`src/rtl/light_row_if.sv`:
```
// Signal bundle between the game controller and the light_row bar.
// Master drives the control/key levels; slave (the bar) returns LEDs, position, win flags and FSM state.
interface light_row_if #(
    parameter int NUM_LIGHTS = 9
);
    localparam int PW = $clog2(NUM_LIGHTS);

    // No valid/ready here: keys are debounced levels sampled every clk, and
    // the bar derives presses from rising edges; outputs are always valid.
    logic                  clear;
    logic                  hold;
    logic                  l_in;
    logic                  r_in;
    logic [NUM_LIGHTS-1:0] lights;
    logic [PW-1:0]         pos;
    logic                  win_l;
    logic                  win_r;
    logic [1:0]            state;

    modport master (
        output clear, hold, l_in, r_in,
        input  lights, pos, win_l, win_r, state
    );

    modport slave (
        input  clear, hold, l_in, r_in,
        output lights, pos, win_l, win_r, state
    );
endinterface

```
`src/rtl/light_row.sv`:
```
// Tug-of-war light bar: one lit LED moved by rising edges of the L/R keys,
// with freeze, synchronous restart, win detection and optional wrap-around.
module light_row #(
    parameter int NUM_LIGHTS = 9,
    parameter bit WRAP       = 1'b0
) (
    input logic        clk,
    input logic        reset_n,
    light_row_if.slave bus
);
    localparam int PW = $clog2(NUM_LIGHTS);
    localparam logic [PW-1:0] CENTER  = PW'(NUM_LIGHTS / 2);
    localparam logic [PW-1:0] MAX_POS = PW'(NUM_LIGHTS - 1);

    typedef enum logic [1:0] {
        PLAY  = 2'd0,
        WON_L = 2'd1,
        WON_R = 2'd2
    } state_t;

    state_t        state_q, state_d;
    logic [PW-1:0] pos_q, pos_d;
    logic          l_prev, r_prev;
    logic          l_pr, r_pr;
    logic          mv_l, mv_r;

    assign l_pr = bus.l_in & ~l_prev;
    assign r_pr = bus.r_in & ~r_prev;
    assign mv_l = l_pr & ~r_pr;
    assign mv_r = r_pr & ~l_pr;

    // Edge registers reset to 1 so a key held through reset release is not a press.
    always_ff @(posedge clk or negedge reset_n) begin
        if (!reset_n) begin
            state_q <= PLAY;
            pos_q   <= CENTER;
            l_prev  <= 1'b1;
            r_prev  <= 1'b1;
        end else begin
            state_q <= state_d;
            pos_q   <= pos_d;
            l_prev  <= bus.l_in;
            r_prev  <= bus.r_in;
        end
    end

    always_comb begin
        state_d = state_q;
        pos_d   = pos_q;
        if (bus.clear) begin
            state_d = PLAY;
            pos_d   = CENTER;
        end else if (!bus.hold && state_q == PLAY) begin
            if (mv_r) begin
                if (pos_q != '0)
                    pos_d = pos_q - PW'(1);
                else if (WRAP)
                    pos_d = MAX_POS;
                else
                    state_d = WON_R;
            end else if (mv_l) begin
                if (pos_q != MAX_POS)
                    pos_d = pos_q + PW'(1);
                else if (WRAP)
                    pos_d = '0;
                else
                    state_d = WON_L;
            end
        end
    end

    assign bus.lights = NUM_LIGHTS'(1) << pos_q;
    assign bus.pos    = pos_q;
    assign bus.win_l  = (state_q == WON_L);
    assign bus.win_r  = (state_q == WON_R);
    assign bus.state  = state_q;
endmodule
```
`src/flat_wrapper.sv`:
```
// flat-port wrapper written by rule: the top's interface ports become plain ports
module light_row_flat 
#(
    parameter int NUM_LIGHTS = 9,
    parameter bit WRAP       = 1'b0
)
  (clk, reset_n, bus_clear, bus_hold, bus_l_in, bus_r_in, bus_lights, bus_pos, bus_win_l, bus_win_r, bus_state);
  light_row_if #(.NUM_LIGHTS(NUM_LIGHTS)) bus_i ();
  input logic clk;
  input logic reset_n;
  input wire logic [$bits(bus_i.clear)-1:0] bus_clear;
  input wire logic [$bits(bus_i.hold)-1:0] bus_hold;
  input wire logic [$bits(bus_i.l_in)-1:0] bus_l_in;
  input wire logic [$bits(bus_i.r_in)-1:0] bus_r_in;
  output wire logic [$bits(bus_i.lights)-1:0] bus_lights;
  output wire logic [$bits(bus_i.pos)-1:0] bus_pos;
  output wire logic [$bits(bus_i.win_l)-1:0] bus_win_l;
  output wire logic [$bits(bus_i.win_r)-1:0] bus_win_r;
  output wire logic [$bits(bus_i.state)-1:0] bus_state;
  assign bus_i.clear = bus_clear;
  assign bus_i.hold = bus_hold;
  assign bus_i.l_in = bus_l_in;
  assign bus_i.r_in = bus_r_in;
  assign bus_lights = bus_i.lights;
  assign bus_pos = bus_i.pos;
  assign bus_win_l = bus_i.win_l;
  assign bus_win_r = bus_i.win_r;
  assign bus_state = bus_i.state;
  light_row #(.NUM_LIGHTS(NUM_LIGHTS), .WRAP(WRAP)) u_core (.clk(clk), .reset_n(reset_n), .bus(bus_i));
endmodule
```
`config.mk`:
```
export PLATFORM = sky130hd
export DESIGN_NAME = light_row_flat
export DESIGN_NICKNAME = d
export VERILOG_FILES = /design/src/rtl/light_row_if.sv /design/src/rtl/light_row.sv /design/src/flat_wrapper.sv
export SDC_FILE = /design/constraint.sdc
export NUM_CORES = 1
export LEC_CHECK = 0
export ABC_AREA = 0
export BUFFER_PORTS_ARGS = -buffer_cell sky130_fd_sc_hd__buf_4
export CAP_MARGIN = 10
export CORE_MARGIN = 2
export CORE_UTILIZATION = 40
export CTS_BUF_LIST = sky130_fd_sc_hd__clkbuf_8 sky130_fd_sc_hd__clkbuf_16
export CTS_CLUSTER_DIAMETER = 60
export DETAILED_ROUTE_END_ITERATION = 8
export GPL_TIMING_DRIVEN = 0
export PLACE_DENSITY = 0.68
export SLEW_MARGIN = 5
export SYNTH_ARGS = -nofsm -noshare
export SYNTH_HDL_FRONTEND = slang
export SYNTH_SLANG_ARGS = --single-unit
```
`constraint.sdc`:
```
create_clock -name clk -period 4.2 [get_ports clk]
set_input_delay 0.42 -clock clk [delete_from_list [all_inputs] [get_ports clk]]
set_output_delay 0.42 -clock clk [all_outputs]
set_load 0.02 [all_outputs]
```
# Word level (Yosys, flattened, before mapping)

Index checks and enable logic that the tools add are counted.

Memories kept: 0
Flip-flop bits (word level): 8
Memory bits (read-only): 0
Memory bits (writable): 0
Output and inout port bits: 17
Bits in latches: 0

Shift-type cells: 1
Reductions and logical operators: 9
Bitwise gates (word level): 8
Add/subtract/negate cells: 2
Muxes and demuxes: 12
Div/mod/pow operators: 0
Order comparisons: 0
Equal/unequal tests: 6
$mul: 0

Operators with widths:

| kind                                                                     | count |
|---|---|
| 4-bit two-way mux                                                        | 6 |
| 2-bit two-way mux                                                        | 6 |
| 1-bit by 4-bit left shift with 9-bit output (first input constant)       | 1 |
| 4-bit AND reduction                                                      | 2 |
| 3-bit inequality test (second input constant)                            | 2 |
| 3-bit nonzero test                                                       | 2 |
| 4-bit by 1-bit adder with 4-bit output (second input constant)           | 1 |
| 1-bit bitwise AND                                                        | 4 |
| 4-bit inequality test (second input constant)                            | 1 |
| 1-bit inverter                                                           | 4 |
| 4-bit nonzero test                                                       | 1 |
| 4-bit by 1-bit subtractor with 4-bit output (second input constant)      | 1 |
| 3-bit by 2-bit inequality test with 1-bit output (second input constant) | 1 |
| 2-bit by 1-bit equality test with 1-bit output (second input constant)   | 1 |
| 2-bit equality test (second input constant)                              | 1 |
| 2-bit zero test                                                          | 1 |
| 2-bit nonzero test                                                       | 1 |
| 1-bit logical AND                                                        | 1 |
| 1-bit zero test                                                          | 1 |

# Longest topological paths before layout

Gate-level depths: netlist of the first run.

Depth in word-level cells: 8
Gate-level depth with buffers: 8

# Worst setup path before layout of the first run

OpenSTA, ideal clock, no wires.

Path type: register to register
From: reg u_core.l_prev
To: reg u_core.pos_q[2] (netlist: u_core.bus.pos[2])
Stages on the path, launching flop included: 9
Data arrival time: 1.884 ns
Setup slack: 2.234 ns
Setup time: 0.082 ns
Path buffers: 0
Required time: 4.118 ns
Cells stage by stage: dfstp_2 > and2b_1 > nor2_2 > xor2_1 > ha_1 > nor2_1 > mux2_2 > nor3b_1 > a211o_1

Longest elaborated chain between the ends: 7

Ends and longest elaborated chain:

| element                | line            | source |
|---|---|---|
| from (decl)            | light_row.sv:23 | `logic l_prev, r_prev;` |
| from (signal assigned) | light_row.sv:42 | `l_prev <= bus.l_in;` |
| 1-bit inverter (*)     | light_row.sv:27 | `assign l_pr = bus.l_in & ~l_prev;` |
| 1-bit bitwise AND (*)  | light_row.sv:27 |  |
| 1-bit inverter         | light_row.sv:30 | `assign mv_r = r_pr & ~l_pr;` |
| 1-bit bitwise AND      | light_row.sv:30 |  |
| 4-bit two-way mux      | light_row.sv:54 | `if (mv_r) begin` |
| 4-bit two-way mux      | light_row.sv:53 | `end else if (!bus.hold && state_q == PLAY) begin` |
| 4-bit two-way mux      | light_row.sv:50 | `if (bus.clear) begin` |
| to (signal assigned)   | light_row.sv:41 | `pos_q <= pos_d;` |
| to (decl)              | light_row.sv:22 | `logic [PW-1:0] pos_q, pos_d;` |

Every way passes the cells marked *; elsewhere a longest branch is shown, timed or not. The select of a mux whose other input is x is not followed.
A chain may end at the register's enable or synchronous reset.

# Final worst setup path of the first run

Same ends and word-level chain as after synthesis.

==> results of run 1 <==
## routing by layer
metal | share of wire [%] | global-route usage (%)
met5 | 0 | 0
met4 | 3.4 | 11.0
met1 | 44 | 20.8
met3 | 7.1 | 5.22
met2 | 46 | 23.8
## power groups by stage
stage	logic, mW	registers (mW)	clock network, mW
5_1_grt	0.0610	0.0845	0.104
2_1_floorplan	0.0337	0.0875	0
4_1_cts	0.0572	0.0841	0.0972
3_5_place_dp	0.0567	0.0851	0
3_3_place_gp	0.0562	0.0849	0
6_report	0.0567	0.0841	0.0977
## flip-flops by register name, indices dropped and copies added (netlist names)
name / count
u_core.l_prev: 1
u_core.r_prev: 1
u_core.bus.state: 2
u_core.bus.pos: 4
## synthesized netlist by cell type
library cell  instances
mux2_4                1
mux2i_1               1
a41oi_1               1
o2111ai_1             1
dfstp_2               3
a21oi_2               1
buf_4                 1
o221ai_1              1
dfrtp_1               5
nand2b_1              5
mux2_2                1
nor2_1               11
a211o_1               1
nor3_1                6
o21ai_4               1
nor4_4                1
nor4b_4               1
nand2_1               2
a31oi_1               1
nor2_2                1
nor2b_1               4
nor3_2                2
and2b_1               1
buf_2                 2
ha_1                  1
nor3b_1               1
xor2_1                2
## cells by family after synthesis
group	after synthesis
AO/OA/AOI/OAI	7
XOR/XNOR	2
adder cells (fa/ha/maj)	1
buffers and inverters	3
flip-flops	8
multiplexers	3
AND/OR/NAND/NOR	35
## through the flow
stage	std cells	worst slack [ns]	area, µm²	hold slack [ns]
5_1_grt	100	1.92	805	0.00198
6_report	100	2.05	805	-0.00411
3_3_place_gp	96	2.10	759	0.246
2_1_floorplan	59	2.23	576	0.124
3_5_place_dp	96	2.10	759	0.245
4_1_cts	100	2.05	805	0.000391
## worst reg2reg max path, stage by stage, from the launching register on
cell and delay, ns:
dfstp_2 0.52, and2b_1 0.22, nor2_2 0.23, xor2_1 0.18, ha_1 0.20, nor2_1 0.06
mux2_2 0.28, nor3b_1 0.14, a211o_1 0.27
## layout make-up
class	instances	share of cell area, %
Multi-Input combinational cell	48	44.0
Sequential cell	8	25.3
Timing Repair Buffer	22	20.5
Clock buffer	3	5.13
Tap cell	15	2.33
Buffer	3	2.18
Clock inverter	1	0.467
## path summary, 6_finish.rpt
check,slack [ns],start,depth (start not counted),to
min in group clk,0.31,bus_l_in,1,u_core.l_prev
max reg2reg,2.05,u_core.l_prev,8,u_core.bus.pos[2]
min reg2reg,0.61,u_core.bus.state[1],2,u_core.bus.state[1]
max in group asynchronous,3.99,reset_n,1,u_core.l_prev
max,2.05,u_core.l_prev,8,u_core.bus.pos[2]
min,-0.004,reset_n,1,u_core.bus.pos[1]
==> flow_metrics.tcl, run 1 <==
set metrics [dict create \
    grt_antenna_before_repair 0 \
    post-layout-total-power_uw 238 \
    dieHeight_um 41.9 \
    power_density_nw_per_um2 296 \
    post-route-drc-count 0 \
    wire_length_of_the_first_global_routing_pass_um 2170 \
    crit_fanout 5 \
    synth.avg_cell_area_um2 9.76 \
    synthMuxAreaShare_pct 6.30 \
    fillCellCount 116 \
    cpLargestDelayFamily "simple AND/OR/NAND/NOR gates" \
    max_slew_margin_pct 61.0 \
    multi_input_comb_area_um2 354 \
    netlist-cell-type-count 27 \
    seqCellArea_um2 204 \
    route.detailed.vias_per_inst 5.24 \
    synth.net_count 66 \
    tritoncts.num_buffers 3 \
    grt_overflow 0 \
    total_switching_power_uw 69.5 \
    hold_viol_final 3 \
    cts_setup_buffers 0 \
    pwr-share-comb_pct 23.8 \
    final_estimated_routing_congestion_in_global_placement 0.738 \
    ctsHoldBuffers 0 \
    worst-endpoint-arrival_ns 2.31 \
    start_util_pct 43.7 \
    max_cap_viol_count 0 \
    fmax_mhz 466 \
    cts_num_sinks 8 \
    pin_count 23 \
    track_usage_pct 16.5 \
    yosys.area_share.simple_pct 38.5 \
    synth_sequential_area_ratio_pct 35.4 \
    post_detail_place_hpwl_um 974 \
    ir_drop_mv 0.230 \
    status "finished, violations left" \
    post-route-min-period_ns 2.15 \
    num-nets-final 93 \
    cts_root_buffer "clkbuf_8" \
    slew_at_the_pin_closest_to_its_max_slew_limit_ns 0.580 \
    post_route_cells_drive_above_1_share_pct 47.1 \
    route.detailed.wl_per_inst_um 13.5 \
    swShare_pct 29.1 \
    pin_count_of_the_biggest_net_entering_global_routing 11 \
    via_count 524 \
    tritoncts "built" \
    setup.worst_path.start_class "flop" \
    synth_compound_area_share_pct 11.5 \
    final_max_slew_viol_count 0 \
    timing.final.setup_violations 0 \
    placementRows 13 \
    ys.warnings.count 0 \
    timing.critical_path.cells "and2b_1 > nor2_2 > xor2_1 > ha_1 > nor2_1 > mux2_2 > nor3b_1 > a211o_1" \
    htree_levels 1 \
    route.antenna.remaining_nets 0 \
    period_share_pct 51.1 \
    leakage_nw 0.379 \
    synth_xor_xnor_area_share_pct 3.04 \
    cp_slowest_cell "dfstp_2" \
    crit_required_ns 4.36 \
    grt_setup_unrepaired "no" \
    part_of_the_power_in_registers_pct 35.3 \
    end_kind "flop" \
    coreArea_um2 1320 \
    hold_path_class "in2async" \
    port-buffer-count 22 \
    synth_fa_ha_area_share_pct 2.17 \
    tns_ns 0 \
    path_class "reg2reg" \
    netlist.area_leader.share_pct 21.7 \
    worst_skew_pair_latency_ns 0.23 \
    critical_path_buffers_and_inverters 0 \
    antenna_cells_inserted 0 \
    post-route-util_pct 61.1 \
    finalClockSkew_ns 0.00418 \
    leading_cell_type_in_the_layout_fill_and_taps_excluded "buf_4" \
    violated_checks "negative hold slack" \
    clock_tree.buffer_depth 2 \
    share_clk_of_total_power_pct 41.0 \
    synth_top_cells_by_area "dfrtp_1 22%, dfstp_2 14%, nor2_1 7.2%" \
    clk_transition_reported_paths_ns 0.05 \
    cell_internal_pwr_uw 169 \
    area_growth_pct 39.8 \
    route.final.wire_length_um 1350 \
    die_x_um 41.9 \
    first_pass_iters 4 \
    synth_largest_area_cell "dfrtp_1" \
    dr.first_iter.drc_count 9 \
    grt_pass1_vias 489 \
    synth_top_family_by_area "simple AND/OR/NAND/NOR gates" \
    post_synth_inst_count 59 \
    crit_path_max_cell_delay_ns 0.52 \
    hold_slack_ns -0.00411 \
    design.die.area_um2 1760 \
    cts_repair_resize_count 0 \
    mappedNetlistArea_um2 576 \
    synth.ff_latch_count 8 \
    commonest_non_fill_non_tap_cells_in_the_layout "23 x buf_4, 11 x nor2_1, 6 x nor3_1" \
]
(Power assumes the default switching activity.)
==> run 2: changes to the inputs <==
Clock period 4.2 ns to 2 ns, I/O delays scaled along.
==> flow_metrics.tcl, run 2 (synthesis results as in run 1) <==
set metrics [dict create \
    cts_root_buffer "clkbuf_8" \
    pin_count 23 \
    clk_transition_reported_paths_ns 0.05 \
    largest_reg_flops 4 \
    dieHeight_um 41.9 \
    port-buffer-count 22 \
    tritoncts "built" \
    post-route-drc-count 0 \
    track_usage_pct 17.6 \
    route.detailed.wl_per_inst_um 13.8 \
    post-layout-total-power_uw 514 \
    end_kind "flop" \
    place_ws_ns -0.0857 \
    coreArea_um2 1320 \
    post_route_cells_drive_above_1_share_pct 53.3 \
    finalClockSkew_ns 0.00374 \
    wire_length_of_the_first_global_routing_pass_um 2320 \
    final_estimated_routing_congestion_in_global_placement 0.738 \
    start_util_pct 43.7 \
    leakage_nw 0.404 \
    post-route-min-period_ns 1.97 \
    fmax_mhz 508 \
    design.die.area_um2 1760 \
    fin_ws_ns 0.0321 \
    max_cap_viol_count 0 \
    pin_count_of_the_biggest_net_entering_global_routing 11 \
    worst_setup_path_startpoint "u_core.l_prev" \
    leading_cell_type_in_the_layout_fill_and_taps_excluded "buf_4" \
    clock_tree.buffer_depth 2 \
    placedInstanceArea_um2 759 \
    slew_at_the_pin_closest_to_its_max_slew_limit_ns 0.578 \
    critical_hold_path_startpoint "bus_l_in" \
    design_area_um2 867 \
    r2r_start "u_core.l_prev" \
    worst-endpoint-arrival_ns 2.13 \
    instances_no_fill 105 \
    via_count 552 \
    tritoncts.num_buffers 3 \
    hold_path_class "in2reg" \
    power_density_nw_per_um2 593 \
    placementRows 13 \
    status "complete, no violations" \
    final_max_slew_viol_count 0 \
    setup.worst_path.start_class "flop" \
    grt_antenna_before_repair 0 \
    num-nets-final 98 \
    route.detailed.vias_per_inst 5.26 \
    commonest_non_fill_non_tap_cells_in_the_layout "27 x buf_4, 11 x nor2_1, 6 x nor3_1" \
    route.antenna.remaining_nets 0 \
    hold_viol_final 0 \
    tns_ns 0 \
    grt_overflow 0 \
    placedCellCount 96 \
    area_growth_pct 50.7 \
    antenna_cells_inserted 0 \
    route.final.wire_length_um 1440 \
    worst_skew_pair_latency_ns 0.23 \
    cts_num_sinks 8 \
    first_pass_iters 4 \
    grt_pass1_vias 523 \
    dr.first_iter.drc_count 4 \
    die_x_um 41.9 \
    ir_drop_mv 0.485 \
    htree_levels 1 \
    timing.final.setup_violations 0 \
    post_detail_place_hpwl_um 974 \
    crit_fanout 2 \
    multi_input_comb_area_um2 377 \
    seqCellArea_um2 204 \
    grt_setup_unrepaired "yes" \
    path_class "reg2reg" \
    max_slew_margin_pct 61.2 \
    fillCellCount 114 \
    period_share_pct 98.4 \
    crit_required_ns 2.16 \
]
[run 2: cell type report]
cell class	count	share of cell area, %
multi-input combinational	48	43.4
clock inverter	1	0.433
buffer	3	2.02
timing repair buffer	27	23.7
tap	15	2.16
sequential	8	23.5
clock buffer	3	4.76
[run 2: through the flow]
stage / hold WS, ns / utilization [%]
after global placement: 0.0256 / 57.6
after detailed placement: 0.0250 / 57.6
final: 0.0886 / 65.8
after floorplan: -0.0956 / -
after global routing: 0.0890 / 65.8
after CTS: 0.0922 / 64.5
[run 2: repair_timing]
action,4_1_cts,5_1_grt
pin swaps,3,3
gates resized for setup,4,2
endpoints found under the setup margin,1,1
setup buffers,3,1
endpoints found under the hold margin,8,0
hold buffers,1,0
[run 2: final timing paths]
kind	slack, ns	cells past startpoint	end
hold reg to reg	0.60	2	u_core.bus.state[1]
max in group asynchronous	1.46	2	u_core.r_prev
setup reg to reg	0.03	8	u_core.bus.pos[2]
min in group asynchronous	0.32	2	u_core.bus.pos[3]
hold / removal	0.09	1	u_core.l_prev
setup / recovery	0.03	8	u_core.bus.pos[2]
[run 2: worst max-delay path, stage by stage, from the launching register on]
cell and delay (ns):
dfstp_2 0.52, and2b_2 0.23, nor2_4 0.12, xor2_2 0.09, ha_2 0.18, buf_4 0.13
mux2_4 0.27, nor3b_1 0.13, a211o_1 0.23
[run 2: report_power, final]
part | leakage (nW) | switching, mW | internal, mW
clock network | 0.0269 | 0.0719 | 0.134
logic | 0.276 | 0.0737 | 0.0581
registers | 0.101 | 0.00508 | 0.172
[run 2: routing by layer]
metal / routed length (µm) / GRT usage (%) / up-vias
met3: 105 / 5.22 / 8
met4: 63 / 11.6 / 0
met1: 637 / 21.1 / 250
li1: - / - / 272
met5: 0 / 0 / -
met2: 638 / 26.9 / 22
